`config.mk`:
```
export PLATFORM = sky130hd
export DESIGN_NAME = pot_scanner
export DESIGN_NICKNAME = d
export VERILOG_FILES = /design/src/rtl/eq_pkg.sv /design/src/rtl/pot_filter.sv /design/src/rtl/pot_scanner.sv
export SDC_FILE = /design/constraint.sdc
export NUM_CORES = 1
export LEC_CHECK = 0
export BUFFER_PORTS_ARGS = -buffer_cell sky130_fd_sc_hd__buf_2
export CAP_MARGIN = 20
export CELL_PAD_IN_SITES_DETAIL_PLACEMENT = 0
export CELL_PAD_IN_SITES_GLOBAL_PLACEMENT = 1
export CORE_UTILIZATION = 50
export CTS_CLUSTER_SIZE = 25
export DETAILED_ROUTE_END_ITERATION = 7
export PLACE_DENSITY_LB_ADDON = 0.1
export SYNTH_ARGS = -nofsm -noshare
export SYNTH_HDL_FRONTEND = slang
export SYNTH_SLANG_ARGS = --single-unit
```
`constraint.sdc`:
```
create_clock -name clk -period 11.7 [get_ports clk]
set_input_delay 1.17 -clock clk [delete_from_list [all_inputs] [get_ports clk]]
set_output_delay 1.17 -clock clk [all_outputs]
set_load 0.01 [all_outputs]
```
`src/rtl/eq_pkg.sv`:
```
// Shared constants for the Equalizer pot-scanning path: FSM encodings,
// A2D command field layout and the default slot-to-channel map.
package eq_pkg;

   localparam logic [2:0] ST_IDLE  = 3'd0;
   localparam logic [2:0] ST_CONV  = 3'd1;
   localparam logic [2:0] ST_CWAIT = 3'd2;
   localparam logic [2:0] ST_READ  = 3'd3;
   localparam logic [2:0] ST_RWAIT = 3'd4;
   localparam logic [2:0] ST_UPD   = 3'd5;
   localparam logic [2:0] ST_GAP   = 3'd6;

   localparam int CMD_W      = 16;
   localparam int CMD_CH_LSB = 11;
   localparam int CMD_CH_W   = 3;

   // Slot order LP, B1, B2, B3, HP, VOL
   localparam logic [17:0] CH_MAP_DEF = 18'o732401;

   function automatic logic [CMD_W-1:0] a2d_cmd(input logic [CMD_CH_W-1:0] ch);
      logic [CMD_W-1:0] c;
      c = '0;
      c[CMD_CH_LSB +: CMD_CH_W] = ch;
      return c;
   endfunction

endpackage

```
`src/rtl/pot_filter.sv`:
```
// Shared per-sample datapath: holds the captured A2D sample, runs the IIR step
// against the slot's prior filter state and applies the hysteresis gate.
module pot_filter #(
   parameter int DATA_W    = 12,
   parameter int AVG_SHIFT = 2,
   parameter int HYST      = 8
) (
   input  logic              clk,
   input  logic              rst_n,
   input  logic              ld,
   input  logic [DATA_W-1:0] sample_in,
   input  logic [DATA_W-1:0] filt_in,
   input  logic [DATA_W-1:0] val_in,
   input  logic              vld_in,
   output logic [DATA_W-1:0] filt_out,
   output logic              upd,
   output logic              chg,
   output logic [DATA_W-1:0] val_out
);

   localparam logic signed [DATA_W:0] HYST_V = (DATA_W+1)'(HYST);

   logic [DATA_W-1:0] sample_q, sample_d;
   logic signed [DATA_W:0] diff, step, sum, dv, adv;

   always_comb sample_d = ld ? sample_in : sample_q;

   always_ff @(posedge clk or negedge rst_n) begin
      if (!rst_n) sample_q <= '0;
      else        sample_q <= sample_d;
   end

   // One extra bit keeps the signed step exact; the sum lands back in range.
   always_comb begin
      diff     = $signed({1'b0, sample_q}) - $signed({1'b0, filt_in});
      step     = diff >>> AVG_SHIFT;
      sum      = $signed({1'b0, filt_in}) + step;
      filt_out = vld_in ? sum[DATA_W-1:0] : sample_q;
      dv       = $signed({1'b0, filt_out}) - $signed({1'b0, val_in});
      adv      = (dv < 0) ? -dv : dv;
      upd      = !vld_in || (adv >= HYST_V);
      chg      = !vld_in || (upd && (dv != '0));
      val_out  = upd ? filt_out : val_in;
   end

endmodule

```
`src/rtl/pot_scanner.sv`:
```
// Round-robin pot scanner: sequences convert/read SPI transactions per slot,
// smooths each sample and publishes gated per-slot values with strobes.
module pot_scanner
   import eq_pkg::*;
#(
   parameter int                  NUM_CH    = 6,
   parameter int                  DATA_W    = 12,
   parameter logic [3*NUM_CH-1:0] CH_MAP    = (3*NUM_CH)'(CH_MAP_DEF),
   parameter int                  AVG_SHIFT = 2,
   parameter int                  HYST      = 8,
   parameter int                  GAP_CYC   = 32
) (
   input  logic                     clk,
   input  logic                     rst_n,
   input  logic                     en,
   output logic                     snd,
   output logic [15:0]              cmd,
   input  logic                     done,
   input  logic [15:0]              resp,
   output logic [NUM_CH*DATA_W-1:0] pot_val,
   output logic [NUM_CH-1:0]        pot_vld,
   output logic [NUM_CH-1:0]        pot_chg,
   output logic                     scan_done
);

   localparam int SLOT_W = (NUM_CH > 1) ? $clog2(NUM_CH) : 1;
   localparam int GAP_W  = (GAP_CYC > 1) ? $clog2(GAP_CYC) : 1;
   localparam logic [SLOT_W-1:0] SLOT_LAST = SLOT_W'(NUM_CH - 1);
   localparam logic [GAP_W-1:0]  GAP_LAST  = GAP_W'((GAP_CYC > 0) ? GAP_CYC - 1 : 0);

   logic [2:0]                          state_q, state_d;
   logic [SLOT_W-1:0]                   slot_q, slot_d;
   logic [15:0]                         cmd_q, cmd_d;
   logic [GAP_W-1:0]                    gap_q, gap_d;
   logic [NUM_CH-1:0][DATA_W-1:0]       filt_q, filt_d;
   logic [NUM_CH-1:0][DATA_W-1:0]       val_q, val_d;
   logic [NUM_CH-1:0]                   vld_q, vld_d;
   logic [NUM_CH-1:0]                   chg_q, chg_d;
   logic                                sd_q, sd_d;

   logic              ld, f_upd, f_chg;
   logic [DATA_W-1:0] f_filt, f_val;
   logic              unused_resp;

   // Upper response bits carry no A2D data.
   assign unused_resp = ^resp;

   pot_filter #(
      .DATA_W   (DATA_W),
      .AVG_SHIFT(AVG_SHIFT),
      .HYST     (HYST)
   ) u_filt (
      .clk      (clk),
      .rst_n    (rst_n),
      .ld       (ld),
      .sample_in(resp[DATA_W-1:0]),
      .filt_in  (filt_q[slot_q]),
      .val_in   (val_q[slot_q]),
      .vld_in   (vld_q[slot_q]),
      .filt_out (f_filt),
      .upd      (f_upd),
      .chg      (f_chg),
      .val_out  (f_val)
   );

   always_comb begin
      state_d = state_q;
      slot_d  = slot_q;
      cmd_d   = cmd_q;
      gap_d   = gap_q;
      filt_d  = filt_q;
      val_d   = val_q;
      vld_d   = vld_q;
      chg_d   = '0;
      sd_d    = 1'b0;
      ld      = 1'b0;
      case (state_q)
         ST_IDLE:  if (en) state_d = ST_CONV;
         ST_CONV:  state_d = ST_CWAIT;
         ST_CWAIT: if (done) state_d = ST_READ;
         ST_READ:  state_d = ST_RWAIT;
         ST_RWAIT: if (done) begin
            ld      = 1'b1;
            state_d = ST_UPD;
         end
         ST_UPD: begin
            filt_d[slot_q] = f_filt;
            vld_d[slot_q]  = 1'b1;
            chg_d[slot_q]  = f_chg;
            if (f_upd) val_d[slot_q] = f_val;
            if (slot_q == SLOT_LAST) begin
               slot_d  = '0;
               sd_d    = 1'b1;
               gap_d   = '0;
               state_d = ST_GAP;
            end else begin
               slot_d  = slot_q + 1'b1;
               state_d = en ? ST_CONV : ST_IDLE;
            end
         end
         ST_GAP: begin
            if (gap_q == GAP_LAST) state_d = en ? ST_CONV : ST_IDLE;
            else                   gap_d   = gap_q + 1'b1;
         end
         default: state_d = ST_IDLE;
      endcase
      // Command is latched on CONV entry and held through the read.
      if (state_d == ST_CONV && state_q != ST_CONV)
         cmd_d = a2d_cmd(CH_MAP[slot_d*3 +: 3]);
   end

   always_ff @(posedge clk or negedge rst_n) begin
      if (!rst_n) begin
         state_q <= ST_IDLE;
         slot_q  <= '0;
         cmd_q   <= '0;
         gap_q   <= '0;
         filt_q  <= '0;
         val_q   <= '0;
         vld_q   <= '0;
         chg_q   <= '0;
         sd_q    <= 1'b0;
      end else begin
         state_q <= state_d;
         slot_q  <= slot_d;
         cmd_q   <= cmd_d;
         gap_q   <= gap_d;
         filt_q  <= filt_d;
         val_q   <= val_d;
         vld_q   <= vld_d;
         chg_q   <= chg_d;
         sd_q    <= sd_d;
      end
   end

   assign snd       = (state_q == ST_CONV) || (state_q == ST_READ);
   assign cmd       = cmd_q;
   assign pot_val   = val_q;
   assign pot_vld   = vld_q;
   assign pot_chg   = chg_q;
   assign scan_done = sd_q;

endmodule

```
==> out/qor.yml <==
yosys:
  synthTopCellsByArea: "dfrtp_1, mux2_4, mux4_2"
  ys_seq_area_share_pct: 42.8
  syn_area_per_cell_um2: 10.5
  synth-seq-cells: 183
  ys_types: 83
  synth_edf_count: 0
  yosysWarnings: 0
  syn_area_um2: 10700
  synth-main-ff-cell: "dfrtp_1"
  synth_top_area_share_pct: 42.8
  synthCells: 1019
  synth_top_area_cell: "dfrtp_1"
  synthArstFlopShare_pct: 100
hold_path:
  hold_class: "flip-flop to flip-flop"
floorplanning:
  die_area_um2: 22000
  ioPinCount: 122
  std_cell_rows: 53
  start_util_pct: 50.9
  core_um2: 21000
  die_w_um: 148
  die_h_um: 148
placed_design:
  dp_hpwl_um: 19300
  pre_cts_slack_ns: 2.42
  io_buffers: 104
  place.gp.congestion: 0.861
timing:
  grt_setup_unrepaired: "no"
  setup_slack_ns: 2.25
  setup_violations: 0
  maxSlewViolCount: 0
  final-hold-violation-count: 0
  setup_tns_ns: 0
  fin_skew_ns: 0.0137
  fin_crit_sh_pct: 80.7
  tightestPinTransition_ns: 1.10
  period_needed_ns: 9.45
  slew_headroom_pct: 26.5
  max_freq_ghz: 0.106
job:
  drv_cap: 0
clock_network:
  post_cts_buffers: 0
  clock-root-buffer: "clkbuf_16"
  cts_resized: 0
  hold_buffers: 0
  cts_buffers: 17
  htree_levels: 4
  clockBufferDepth: 2
  clock_latency_ns: 0.44
  clock_sinks: 183
  cts_tree: "yes"
  clkSlewWorstSetupHoldPaths_ns: 0.08
route:
  drc: 0
  wirelength_um: 27700
  vias: 7995
  drt_iter0_drc: 470
  wl_per_cell_um: 19.9
  viasPerCell: 5.74
  drtPass1Iterations: 4
  ant_nets: 0
global_route:
  grt_pass1_vias: 7589
  grt_pass1_wl_um: 43900
  grt_antenna_before_repair: 0
  grt-ovfl-total: 0
  grt_max_degree: 76
  grt.total_usage_pct: 26.4
finish:
  drive_gt1_share_pct: 23.6
  n_antenna_cell: 0
  regArea_um2: 4580
  layout_commonest_cell: "dfrtp_1"
  layout_common_cells: "dfrtp_1, nand2_1, buf_2, o21ai_0, nor2_1"
  area_growth_pct: 12.3
  final.fill_count: 1866
  nNetsFinal: 1167
  multiInputGateArea_um2: 5620
setup_path:
  required_ns: 12.03
  cp-start-kind: "flip-flop"
  critPathKind: "flip-flop to flip-flop"
  worstPathMaxFanout: 21
  critPathCaptureType: "flip-flop"
  cp_data_arrival_time_ns: 9.78
status:
  status: "complete, no violations"
registers in the layout (all words and copies together) (netlist names):
signal	cells
filt_q	72
pot_val	72
u_filt.sample_q	12
pot_chg	6
pot_vld	6
gap_q	5
cmd	3
slot_q	3
state_q	3
scan_done	1
layer usage:
| metal | routed length [um] | track usage [%] |
|---|---|---|
| met3 | 1030 | 3.56 |
| met2 | 12800 | 41.7 |
| met1 | 13600 | 38.5 |
| met4 | 300 | 6.60 |
| met5 | 0 | 0 |
cell families (layout without fill, tap and decap cells):
group / after synthesis / in the layout / share of synthesized area (%)
XOR/XNOR: 33 / 33 / 2.96
adder cells (fa/ha/maj): 42 / 42 / 5.02
AO/OA/AOI/OAI: 251 / 251 / 16.3
multiplexers: 122 / 122 / 16.1
buffers and inverters: 115 / 203 / 5.13
other: 1 / 13 / 0.0350
flip-flops: 183 / 183 / 42.8
AND/OR/NAND/NOR: 272 / 272 / 11.7
critical path: stages (launching register included):
cell and delay [ns]:
dfrtp_2 0.73, nand2b_1 0.81, nor2_1 0.11, a21oi_1 0.40, ha_1 0.33, inv_1 0.06
a211oi_1 0.08, a221oi_1 0.65, xnor2_1 0.17, ha_1 0.35, a21oi_1 0.22, xnor2_1 0.15
nor2_1 0.06, a21oi_1 0.52, inv_1 0.39, ha_1 0.36, o31ai_1 0.64, a21oi_1 0.26
maj3_1 0.41, a221oi_1 0.33, o211ai_1 0.20, a41oi_1 0.26, nor3_1 0.08, or4b_4 0.61
o21ai_4 0.67, mux2_2 0.42
cells in the mapped netlist (3+ instances only):
master and number:
o211ai_1 6, a22o_1 12, buf_4 13, a21o_1 20, xnor2_1 22, clkbuf_1 31
nand2b_1 14, o31a_1 6, and2_1 9, a221oi_1 5, o2111a_1 3, mux2_2 35
nand4_1 3, nor3_1 10, buf_1 5, nor2_1 76, ha_1 39, nand2_1 109
mux2i_1 28, inv_1 56, a21oi_1 50, xor2_1 9, a211oi_1 5, o21ai_0 80
and3_1 4, nor4bb_1 3, o31ai_1 5, dfrtp_1 183, o21ai_4 7, a2bb2oi_1 6
o21a_1 9, or2_2 4, buf_6 9, nor2b_1 7, mux2_4 37, nand3_1 15
mux4_2 22, a22oi_1 3
worst paths after layout:
check / startpoint / endpoint / slack (ns) / depth (start not counted)
worst max-delay path: slot_q[2] / pot_val[15] / 2.25 / 25
worst min-delay path: filt_q[56] / filt_q[56] / 0.48 / 1
worst max register to register: slot_q[2] / pot_val[15] / 2.25 / 25
worst min register to register: filt_q[56] / filt_q[56] / 0.48 / 1
max in group asynchronous: rst_n / slot_q[0] / 8.80 / 3
min in group asynchronous: rst_n / pot_val[21] / 0.61 / 1
area by class of cell:
| cell class | instances | area share [%] |
|---|---|---|
| multi-input combinational | 733 | 46.8 |
| sequential | 183 | 38.1 |
| timing repair buffer | 115 | 5.19 |
| clock buffer | 17 | 3.54 |
| tap | 275 | 2.86 |
| clock inverter | 15 | 1.75 |
| inverter | 56 | 1.75 |
stage by stage:
step	instances	hold slack [ns]	utilization [%]	area, um^2
finish	1394	0.478	57.2	12000
global route	1394	0.499	57.2	12000
CTS	1392	0.481	57.1	12000
detailed placement	1360	0.460	54.0	11400
global placement	1360	0.455	54.0	11400
floorplan	1031	0.444	-	10800
Power is left out: the tool's default activity adds up to more than one toggle a clock period on the data nets, which glitch-free logic cannot reach.
